[config.mk]
export PLATFORM = sky130hd
export DESIGN_NAME = lsu_store_buffer
export DESIGN_NICKNAME = d
export VERILOG_FILES = /design/src/rtl/lsu_store_buffer.sv
export SDC_FILE = /design/constraint.sdc
export NUM_CORES = 1
export LEC_CHECK = 0
export BUFFER_PORTS_ARGS = -buffer_cell sky130_fd_sc_hd__buf_2
export CORE_MARGIN = 2
export CORE_UTILIZATION = 40
export CTS_CLUSTER_DIAMETER = 60
export DETAILED_ROUTE_END_ITERATION = 8
export GPL_ROUTABILITY_DRIVEN = 0
export GPL_TIMING_DRIVEN = 1
export PLACE_DENSITY = 0.63
export SYNTH_ARGS = -nofsm -noshare
export SYNTH_HDL_FRONTEND = slang
export SYNTH_SLANG_ARGS = --single-unit
[constraint.sdc]
create_clock -name clk -period 7.1 [get_ports clk]
set_input_delay 1.42 -clock clk [delete_from_list [all_inputs] [get_ports clk]]
set_output_delay 1.42 -clock clk [all_outputs]
set_load 0.01 [all_outputs]
[src/rtl/lsu_store_buffer.sv]
// Load/store unit with a posted-store FIFO, store-to-load forwarding and a flush FSM.
// Optional address-range fault checking is enabled by defining LSU_ADDR_CHECK_EN.
module lsu_store_buffer #(
  parameter int unsigned SB_DEPTH  = 4,
  parameter int unsigned ADDR_BITS = 8
) (
  input  logic        clk,
  input  logic        rst,
  input  logic        req_valid,
  output logic        req_ready,
  input  logic        req_we,
  input  logic [15:0] req_addr,
  input  logic [15:0] req_wdata,
  output logic        resp_valid,
  output logic [15:0] resp_rdata,
  input  logic        flush_req,
  output logic        flush_done,
  output logic        sb_empty,
  output logic        mem_we,
  output logic [15:0] mem_addr,
  output logic [15:0] mem_wdata,
  input  logic [15:0] mem_rdata,
  output logic        fault
);

  localparam int unsigned PtrW = $clog2(SB_DEPTH);
  localparam int unsigned CntW = $clog2(SB_DEPTH + 1);

  typedef enum logic [1:0] {StRun, StFlush, StDone} state_e;

  state_e                state_q, state_d;
  logic [ADDR_BITS-1:0]  sb_addr_q [SB_DEPTH];
  logic [15:0]           sb_data_q [SB_DEPTH];
  logic [PtrW-1:0]       wr_ptr_q, rd_ptr_q, fwd_idx;
  logic [CntW-1:0]       count_q, count_d;
  logic                  resp_valid_q;
  logic [15:0]           resp_rdata_q, fwd_data, load_data;
  logic                  full, accept, load_acc, push, pop, addr_bad, fwd_hit;
  logic [ADDR_BITS-1:0]  req_waddr;

  assign req_waddr = req_addr[ADDR_BITS-1:0];
  assign full      = (count_q == CntW'(SB_DEPTH));
  assign sb_empty  = (count_q == '0);
  assign req_ready = (state_q == StRun) && !full && !flush_req;
  assign accept    = req_valid && req_ready;
  assign load_acc  = accept && !req_we;
  assign push      = accept && req_we && !addr_bad;
  // Any accepted request occupies the cycle, so drains only use otherwise idle cycles.
  assign pop       = !sb_empty && !accept && !rst;
  assign count_d   = count_q + CntW'(push) - CntW'(pop);

`ifdef LSU_ADDR_CHECK_EN
  logic fault_q;
  assign addr_bad = ((req_addr >> ADDR_BITS) != 16'd0);
  always_ff @(posedge clk or posedge rst) begin
    if (rst) fault_q <= 1'b0;
    else     fault_q <= accept && addr_bad;
  end
  assign fault = fault_q;
`else
  logic unused_addr_hi;
  assign unused_addr_hi = ^(req_addr >> ADDR_BITS);
  assign addr_bad       = 1'b0;
  assign fault          = 1'b0;
`endif

  // Scan oldest to youngest so the youngest matching entry wins.
  always_comb begin
    fwd_hit  = 1'b0;
    fwd_data = '0;
    fwd_idx  = '0;
    for (int unsigned i = 0; i < SB_DEPTH; i++) begin
      fwd_idx = rd_ptr_q + PtrW'(i);
      if ((CntW'(i) < count_q) && (sb_addr_q[fwd_idx] == req_waddr)) begin
        fwd_hit  = 1'b1;
        fwd_data = sb_data_q[fwd_idx];
      end
    end
  end

  assign load_data = addr_bad ? 16'h0000 : (fwd_hit ? fwd_data : mem_rdata);

  always_comb begin
    mem_we    = 1'b0;
    mem_addr  = '0;
    mem_wdata = '0;
    if (load_acc) begin
      mem_addr[ADDR_BITS-1:0] = req_waddr;
    end else if (pop) begin
      mem_we                  = 1'b1;
      mem_addr[ADDR_BITS-1:0] = sb_addr_q[rd_ptr_q];
      mem_wdata               = sb_data_q[rd_ptr_q];
    end
  end

  always_comb begin
    state_d = state_q;
    case (state_q)
      StRun:   if (flush_req) state_d = StFlush;
      StFlush: if (count_d == '0) state_d = StDone;
      StDone:  state_d = StRun;
      default: state_d = StRun;
    endcase
  end

  assign flush_done = (state_q == StDone);
  assign resp_valid = resp_valid_q;
  assign resp_rdata = resp_rdata_q;

  always_ff @(posedge clk or posedge rst) begin
    if (rst) begin
      state_q      <= StRun;
      wr_ptr_q     <= '0;
      rd_ptr_q     <= '0;
      count_q      <= '0;
      resp_valid_q <= 1'b0;
      resp_rdata_q <= '0;
    end else begin
      state_q      <= state_d;
      count_q      <= count_d;
      resp_valid_q <= load_acc;
      if (push)     wr_ptr_q     <= wr_ptr_q + 1'b1;
      if (pop)      rd_ptr_q     <= rd_ptr_q + 1'b1;
      if (load_acc) resp_rdata_q <= load_data;
    end
  end

  // Entry storage needs no reset; validity is tracked by the pointers and count.
  always_ff @(posedge clk) begin
    if (push) begin
      sb_addr_q[wr_ptr_q] <= req_waddr;
      sb_data_q[wr_ptr_q] <= req_wdata;
    end
  end

endmodule

## Word-level counts from Yosys, hierarchy flattened

Memories as Yosys holds them, arrays and structs flattened.
Cells that the tools add are included.

| cells by class | value |
|---|---|
| $add $sub $neg | 6 |
| multiply operators | 0 |
| divide/modulo/power cells | 0 |
| order comparisons | 4 |
| eq/ne operators | 9 |
| shift operators | 0 |
| multiplexer cells | 20 |
| bitwise gates (word level) | 0 |
| reductions and logical operators | 21 |

Operators with widths:

| operator | count |
|---|---|
| 16-bit 2-to-1 mux | 7 |
| 8-bit equality test | 4 |
| 8-bit 2-to-1 mux | 2 |
| 1-bit logical AND | 11 |
| 1-bit 2-to-1 mux | 8 |
| 1-bit logical NOT | 6 |
| 3-bit logical NOT | 2 |
| 1-bit by 3-bit less-than comparator with 1-bit output (first input constant) | 2 |
| 2-bit by 3-bit less-than comparator with 1-bit output (first input constant) | 2 |
| 2-bit by 1-bit adder with 2-bit output (second input constant) | 2 |
| 2-bit adder (second input constant) | 2 |
| 2-bit 2-to-1 mux | 2 |
| 2-bit != test (second input constant) | 2 |
| 2-bit one-hot mux with 2 select lines | 1 |
| 3-bit by 1-bit adder with 3-bit output | 1 |
| 3-bit equality test (second input constant) | 1 |
| 3-bit by 1-bit subtractor with 3-bit output | 1 |
| 2-bit by 1-bit equality test with 1-bit output (second input constant) | 1 |
| 2-bit equality test (second input constant) | 1 |
| 2-bit logical NOT | 1 |
| 2-bit AND reduction | 1 |

| word-level totals | value |
|---|---|
| flip-flop bits (word level) | 26 |
| bits in latches | 0 |
| memory bits (writable) | 96 |
| memory bits (read-only) | 0 |
| output and inout port bits | 54 |
| memories kept | 2 |

Memory list:

| memory | words | width | read ports | clocked after Yosys merged registers in | wr ports | line | text |
|---|---|---|---|---|---|---|---|
| sb_data_q | 4 | 16 | 4 | 0 | 1 | 33 | `logic [15:0] sb_data_q [SB_DEPTH];` |
| sb_addr_q | 4 | 8 | 4 | 0 | 1 | 32 | `logic [ADDR_BITS-1:0] sb_addr_q [SB_DEPTH];` |

## Depth between registers and ports, before layout

Gate-level depths: netlist of run 1.

| logic depth | value |
|---|---|
| depth in word-level cells | 12 |
| gate-level depth with buffers | 15 |
| gate-level depth less buffers | 13 |

## Least setup slack after synthesis of run 1

Ideal clock, no wire load.

| timing | value |
|---|---|
| path type | input-to-output |
| start | in flush_req |
| end | out mem_addr[0] |
| data arrival time | 3.293 ns |
| required time | 5.680 ns |
| path slack | 2.387 ns |
| stages | 7 |
| cells stage by stage | a2111oi_0 and2_1 or3_1 clkbuf_1 inv_1 clkbuf_1 a22o_1 |

| on the way | value |
|---|---|
| word-level cells in the longest chain between the ends | 8 |
| elaborated cells between the ends (all ways) | 9 |

RTL lines:

| element | line | text |
|---|---|---|
| start: declaration | 16 | `input logic flush_req,` |
| 1-bit logical NOT * | 44 | `assign req_ready = (state_q == StRun) && !full && !flush_req;` |
| 1-bit logical AND * | 44 |  |
| 1-bit logical AND * | 45 | `assign accept = req_valid && req_ready;` |
| 1-bit logical NOT | 49 | `assign pop = !sb_empty && !accept && !rst;` |
| 1-bit logical AND (2 in a row) | 49 |  |
| 8-bit 2-to-1 mux | 89 | `end else if (pop) begin` |
| 8-bit 2-to-1 mux * | 87 | `if (load_acc) begin` |
| end: declaration | 20 | `output logic [15:0] mem_addr,` |

Mark *: on every way between the ends. The rest lies on a longest branch, timed or not.

## Worst setup path in the final report of run 1

| timing | value |
|---|---|
| start | in flush_req |
| end | out mem_addr[6] |

Same word-level chain as after synthesis.

==> results.sh, run 1 <==
export IMPL_status="complete, no violations"
export IMPL_synth_yosys_warnings=0
export IMPL_clkTransAtPathRegs_ns=0.05
export IMPL_final_antenna_net_count=0
export IMPL_finalSetupViolCount=0
export IMPL_num_antenna_cells=0
export IMPL_drt_iter0_markers=479
export IMPL_grt_pass1_wl_um=32100
export IMPL_ios=107
export IMPL_rrSetupSlack_ns=2.76
export IMPL_critPathCaptureType="output port"
export IMPL_cts_made_buffers=17
export IMPL_routed_wl_um=21300
export IMPL_vias=6181
export IMPL_grt_ovfl_total=0
export IMPL_crit_arrival_ns=4.10
export IMPL_synthArstFlopShare=0.213
export IMPL_max_vdd_ir_drop_v=0.000191
export IMPL_comb_power_share=0.442
export IMPL_finalHoldViolCount=0
export IMPL_switching_power_mw=1.26
export IMPL_min_period_over_period=0.777
export IMPL_r2r_end="state_q[0]"
export IMPL_synth_avg_cell_area_um2=10.8
export IMPL_worstHoldStart="state_q[1]"
export IMPL_antenna_found_initial=2
export IMPL_fin_nets=847
export IMPL_dieArea_um2=20900
export IMPL_cts_buffer_depth=2
export IMPL_core_um2=19500
export IMPL_dieHeight_um=145
export IMPL_grt_use_total=0.208
export IMPL_netlist_area_um2=7920
export IMPL_drv_cap=0
export IMPL_grt_max_degree=88
export IMPL_reg2reg_from="count_q[1]"
export IMPL_drive_gt1_frac=0.229
export IMPL_synth_cells=730
export IMPL_clock_sinks=122
export IMPL_post_cts_buffers=0
export IMPL_fmax_mhz=181
export IMPL_switching_share=0.391
export IMPL_drv_slew=0
export IMPL_synth_flop_cell="edfxtp_1"
export IMPL_drt_wirelength_per_cell_um=20.0
export IMPL_tightest_slew_ns=0.954
export IMPL_utilization=0.460
export IMPL_min_path_cells=1
export IMPL_max_slew_margin=0.364
export IMPL_ys_seq_area_frac=0.446
export IMPL_synth_seq_cells=122
export IMPL_final_cell_mix="edfxtp_1, buf_2, mux2i_1"
export IMPL_synth_distinct_cells=64
export IMPL_cp_startpoint="flush_req"
export IMPL_htreeDepth=4
export IMPL_cts_resized=0
export IMPL_avgViaCountPerCell=5.81
export IMPL_clk_latency_ns=0.42
export IMPL_drc=0
export IMPL_min_to="state_q[0]"
export IMPL_dr_pass1_iters=5
export IMPL_path_max_fanout=15
export IMPL_mostFrequentLayoutCell="edfxtp_1"
export IMPL_reg2reg_depth=13
export IMPL_grt_pass1_vias=5808
export IMPL_power_frac_clock=0.248
export IMPL_internal_power_mw=1.96
export IMPL_p_seq_frac=0.310
export IMPL_cp_required_ns=5.68
export IMPL_rows=51
export IMPL_p_leak_nw=3.39
export IMPL_crit_type="in -> out"
export IMPL_worst_setup_path_start_kind="primary input"
export IMPL_synth_edf_count=96
export IMPL_hold_buffers=0
export IMPL_fin_skew_ns=0.00771
export IMPL_rsz0062_at_grt="no"
export IMPL_io_buffer_count=89
export IMPL_final_setup_tns_ns=0
export IMPL_hpwl_um=13600
export IMPL_powerDensity_nw_per_um2=360
export IMPL_initial_core_util=0.407
export IMPL_hp_class="reg -> reg"
export IMPL_power_mw=3.22
export IMPL_post_route_min_period_ns=5.52
export IMPL_syn2layout_area_growth_pct=12.9
export IMPL_cts_tree="yes"
export IMPL_root_buffer="clkbuf_16"
export IMPL_chipWidth_um=145
worst max-delay path by stage:
| stage | cells after the start | slack [ns] | endpoint |
|---|---|---|---|
| finish | 7 | 1.58 | mem_addr[6] |
| global route | 7 | 1.21 | mem_addr[6] |
| global placement | 7 | 1.65 | mem_addr[6] |
| detailed placement | 7 | 1.61 | mem_addr[6] |
| floorplan | 7 | 2.39 | mem_addr[0] |
| CTS | 7 | 1.59 | mem_addr[6] |
area by class of cell:
cell class | instances | area [µm²]
sequential | 122 | 3540
timing repair buffer | 98 | 513
multi-input combinational | 531 | 3950
inverter | 15 | 56.3
tap | 265 | 332
fill | 1848 | 10500
clock inverter | 10 | 73.8
clock buffer | 22 | 474
worst max-delay path: stages:
cell	delay, ns
buf_2	0.10
a2111oi_0	0.52
and2_1	0.23
or3_1	0.67
inv_1	0.61
a32o_1	0.40
buf_2	0.14
state kept, by name, indices dropped and copies added (netlist names):
| name | count |
|---|---|
| count_q | 3 |
| rd_ptr_q | 2 |
| resp_rdata | 16 |
| resp_valid | 1 |
| sb_addr_q | 32 |
| sb_data_q | 64 |
| state_q | 2 |
| wr_ptr_q | 2 |
synth_stat cells (all sizes together), types with 4 or more instances:
cell     instances  share of area
a2111oi         11          0.012
a211oi          24          0.023
a21oi           28          0.018
a22o             5         0.0055
a31oi           19          0.015
and2             9         0.0071
and3            10         0.0079
buf             32          0.028
clkbuf          38          0.026
dfrtp           26          0.082
edfxtp          96           0.36
ha               8          0.013
inv             14         0.0066
mux2            30          0.043
mux2i           80           0.10
mux4            11          0.033
nand2           47          0.023
nand3           13         0.0082
nor2            66          0.032
nor2b            5         0.0039
nor3            16          0.012
nor3b            4         0.0038
nor4b            7         0.0077
o2111ai          4         0.0044
o21ai           25          0.016
o22ai           16          0.013
or3              7         0.0062
or4              7         0.0066
xnor2           23          0.025
xor2            16          0.018
through the flow:
stage	hold WS [ns]	std cells	worst slack [ns]	cell area (µm²)
2_1_floorplan	0.436	738	2.39	7950
3_3_place_gp	0.480	1031	1.65	8400
3_5_place_dp	0.476	1031	1.61	8400
4_1_cts	0.495	1063	1.59	8940
5_1_grt	0.520	1063	1.21	8940
6_report	0.499	1063	1.58	8940
power by group through the flow:
stage / Combinational [mW] / Sequential (mW) / Clock [mW]
after floorplan: 1.14 / 0.938 / 0
after global placement: 1.39 / 1.01 / 0
after detailed placement: 1.41 / 1.01 / 0
after CTS: 1.41 / 0.999 / 0.806
after global routing: 1.56 / 1.01 / 0.842
final: 1.42 / 0.997 / 0.798
kinds of logic after synthesis:
kind of cell | count (synthesis) | synth area share
AOI/OAI and AO/OA | 149 | 0.126
adders and majority gates | 9 | 0.0152
and+or+nand+nor | 204 | 0.130
DFF | 122 | 0.446
muxes | 121 | 0.178
xor gates and xnor gates | 39 | 0.0431
other | 1 | 0.000473
buffers and inverters | 85 | 0.0610
layer usage:
| layer | part of all wire | wire length, µm | up-vias | GRT usage |
|---|---|---|---|---|
| met4 | 0.020 | 427 | 4 | 0.0802 |
| met2 | 0.47 | 9950 | 284 | 0.330 |
| met5 | 0.00099 | 21 | - | 0 |
| li1 | - | - | 2860 | - |
| met3 | 0.086 | 1820 | 36 | 0.0543 |
| met1 | 0.43 | 9050 | 2997 | 0.273 |
Power figures use the tool's default switching activity.
==> inputs of run 2 (changes only) <==
--- a/config.mk
+++ b/config.mk
@@ -5,6 +5,7 @@
 export SDC_FILE = /design/constraint.sdc
 export NUM_CORES = 1
 export LEC_CHECK = 0
+export ABC_AREA = 1
 export BUFFER_PORTS_ARGS = -buffer_cell sky130_fd_sc_hd__buf_2
 export CORE_MARGIN = 2
 export CORE_UTILIZATION = 40
==> constraint.sdc (replaced) <==
create_clock -name clk -period 5.55 [get_ports clk]
set_input_delay 1.11 -clock clk [delete_from_list [all_inputs] [get_ports clk]]
set_output_delay 1.11 -clock clk [all_outputs]
set_load 0.01 [all_outputs]
==> run 2 against run 1 <==
- area after synthesis is 4.1% higher
- power is 48% higher
- sequential power is 27% higher
- wire length is 7.9% higher
- highest routed layer unchanged
- cell count is 36% higher
- core utilization is 0.42 points higher
- hold slack better by 0.022 ns
- final area is 4.9% higher
- count of clock-buffer cells in the layout is 3 higher
- sequential share of layout area is 1.9 points lower
- clock power is 35% higher
==> results.sh, run 2 <==
export IMPL_status="complete, no violations"
export IMPL_crit_arrival_ns=3.00
export IMPL_clock_sinks=122
export IMPL_clk_latency_ns=0.42
export IMPL_drive_gt1_frac=0.168
export IMPL_cts_tree="yes"
export IMPL_grt_use_total=0.216
export IMPL_htreeDepth=4
export IMPL_post_route_min_period_ns=4.11
export IMPL_hp_class="reg -> reg"
export IMPL_antenna_found_initial=1
export IMPL_grt_pass1_wl_um=36400
export IMPL_max_slew_margin=0.350
export IMPL_cp_required_ns=4.44
export IMPL_synth_yosys_warnings=0
export IMPL_synth_area_mux_share=0.0364
export IMPL_grt_met1_usage=0.290
export IMPL_final_setup_tns_ns=0
export IMPL_synthArstFlopShare=0.213
export IMPL_synth_area_leaders="edfxtp_1, nand2_1, dfrtp_1, o21ai_0, nand3_1"
export IMPL_synth_distinct_cells=39
export IMPL_clkTransAtPathRegs_ns=0.06
export IMPL_synth_seq_cells=122
export IMPL_post_cts_buffers=0
export IMPL_largest_register="sb_data_q"
export IMPL_worst_setup_path_start_kind="primary input"
export IMPL_ios=107
export IMPL_fmax_mhz=244
export IMPL_routed_wl_um=23000
export IMPL_final_cell_count_no_fill=1447
export IMPL_cts_buffer_depth=2
export IMPL_synth_top_family_by_area="simple AND/OR/NAND/NOR gates"
export IMPL_avgViaCountPerCell=5.17
export IMPL_finalSetupViolCount=0
export IMPL_synth_most_common_cell="nand2_1"
export IMPL_grt_max_degree=73
export IMPL_path_max_fanout=33
export IMPL_synth_compound_area_frac=0.110
export IMPL_worstHoldStart="state_q[1]"
export IMPL_hold_buffers=0
export IMPL_tightest_slew_ns=0.972
export IMPL_gr_max_usage_layer="met2"
export IMPL_synth_fa_ha_area_frac=0.0146
export IMPL_min_period_over_period=0.740
export IMPL_holdWs_ns=0.521
export IMPL_fin_nets=1226
export IMPL_largest_reg_flops=64
export IMPL_final_antenna_net_count=0
export IMPL_drv_cap=0
export IMPL_use_met2=0.352
export IMPL_synthSimpleGateAreaFrac=0.302
export IMPL_dp_cells=1415
export IMPL_rows=52
export IMPL_hpwl_um=15300
export IMPL_synth_flop_cell="edfxtp_1"
export IMPL_rrSetupSlack_ns=1.66
export IMPL_synth_xor_area_share=0.00850
export IMPL_powerDensity_nw_per_um2=507
export IMPL_root_buffer="clkbuf_16"
export IMPL_drv_slew=0
export IMPL_cp_startpoint="flush_req"
export IMPL_vias=7474
export IMPL_critPathCaptureType="output port"
export IMPL_cts_made_buffers=17
export IMPL_synth_edf_count=96
export IMPL_yosysTopAreaCellShare=0.350
export IMPL_dieHeight_um=148
export IMPL_netlist_area_um2=8240
export IMPL_synthTopCellsByCount="nand2_1, o21ai_0, nand3_1"
export IMPL_fin_area_um2=9380
export IMPL_grt_ovfl_total=0
export IMPL_synth_avg_cell_area_um2=7.51
export IMPL_initial_core_util=0.407
export IMPL_yosys_area_top_type="edfxtp_1"
export IMPL_rsz0062_at_grt="no"
export IMPL_num_antenna_cells=0
export IMPL_synth_cells=1097
export IMPL_chipWidth_um=148
export IMPL_drt_wirelength_per_cell_um=15.9
export IMPL_final_cell_mix="nand2_1, o21ai_0, nand3_1"
export IMPL_dr_pass1_iters=5
export IMPL_crit_type="in -> out"
export IMPL_drt_iter0_markers=653
export IMPL_place_area_um2=8810
export IMPL_fin_skew_ns=0.0119
export IMPL_core_um2=20200
export IMPL_dieArea_um2=21800
export IMPL_mostFrequentLayoutCell="nand2_1"
export IMPL_cts_resized=0
export IMPL_max_vdd_ir_drop_v=0.000365
export IMPL_ys_seq_area_frac=0.429
export IMPL_p_leak_nw=4.44
export IMPL_reg2reg_from="rd_ptr_q[0]"
export IMPL_syn2layout_area_growth_pct=13.8
export IMPL_use_met3=0.0417
export IMPL_grt_pass1_vias=6926
export IMPL_io_buffer_count=89
export IMPL_finalHoldViolCount=0
export IMPL_drc=0
-- run 2: cell types whose count changed in the layout (fill, tap and decap cells not counted), moves of 24 or more --
| cell | previous run | this run |
|---|---|---|
| mux2_2 | 30 | 0 |
| a211oi_1 | 24 | 0 |
| nand2_1 | 46 | 340 |
| o21ai_0 | 25 | 104 |
| mux2i_1 | 78 | 30 |
| inv_1 | 14 | 94 |
| nand3_1 | 13 | 102 |
-- run 2: layout make-up --
type | instances | area [µm²]
well taps | 270 | 338
repair buffers | 109 | 596
multi-input cells | 806 | 3940
clock inverters | 7 | 95.1
inverters | 108 | 405
flip-flops and latches | 122 | 3540
fillers | 2026 | 10900
clock buffers | 25 | 475
-- run 2: routing by layer --
metal  share of wire  vias up
li1                -     3723
met1            0.44     3455
met2            0.47      261
met3           0.066       33
met4           0.017        2
met5         0.00057        -
-- run 2: power by group --
| part | switching (mW) | leakage (nW) | total [mW] | internal (mW) |
|---|---|---|---|---|
| Clock | 0.393 | 0.275 | 1.08 | 0.684 |
| Sequential | 0.166 | 1.16 | 1.27 | 1.11 |
| Combinational | 1.60 | 3.00 | 2.41 | 0.810 |
| Total | 2.16 | 4.44 | 4.76 | 2.60 |
-- run 2: cells by family (layout without fill, tap and decap cells) --
logic type,count (synthesis),in the layout
AO/OA/AOI/OAI,164,164
XOR/XNOR,8,8
adder cells (fa/ha/maj),9,9
buffers and inverters,177,249
flip-flops,122,122
multiplexers,30,30
other,1,9
AND/OR/NAND/NOR,586,586
-- run 2: worst paths after layout --
check	endpoint	cells after the start
max	mem_addr[3]	8
min	state_q[0]	3
max reg2reg	resp_rdata[14]	17
min reg2reg	state_q[0]	3
max in group asynchronous	rd_ptr_q[0]	3
min in group asynchronous	state_q[0]	3
-- run 2: critical path, cell delays in order --
cell      delay [ns]
buf_2           0.10
nor2_1          0.21
nand2_1         0.14
nor2_2          0.11
buf_4           0.32
clkinv_1        0.44
o22ai_1         0.35
buf_2           0.19
-- run 2: per-stage QoR --
stage | utilization | power (mW) | setup WS [ns]
global route | 0.464 | 5.16 | 1.25
global placement | 0.436 | 3.64 | 1.54
CTS | 0.464 | 4.77 | 1.44
floorplan | - | 3.10 | 1.80
detailed placement | 0.436 | 3.67 | 1.48
finish | 0.464 | 4.76 | 1.44
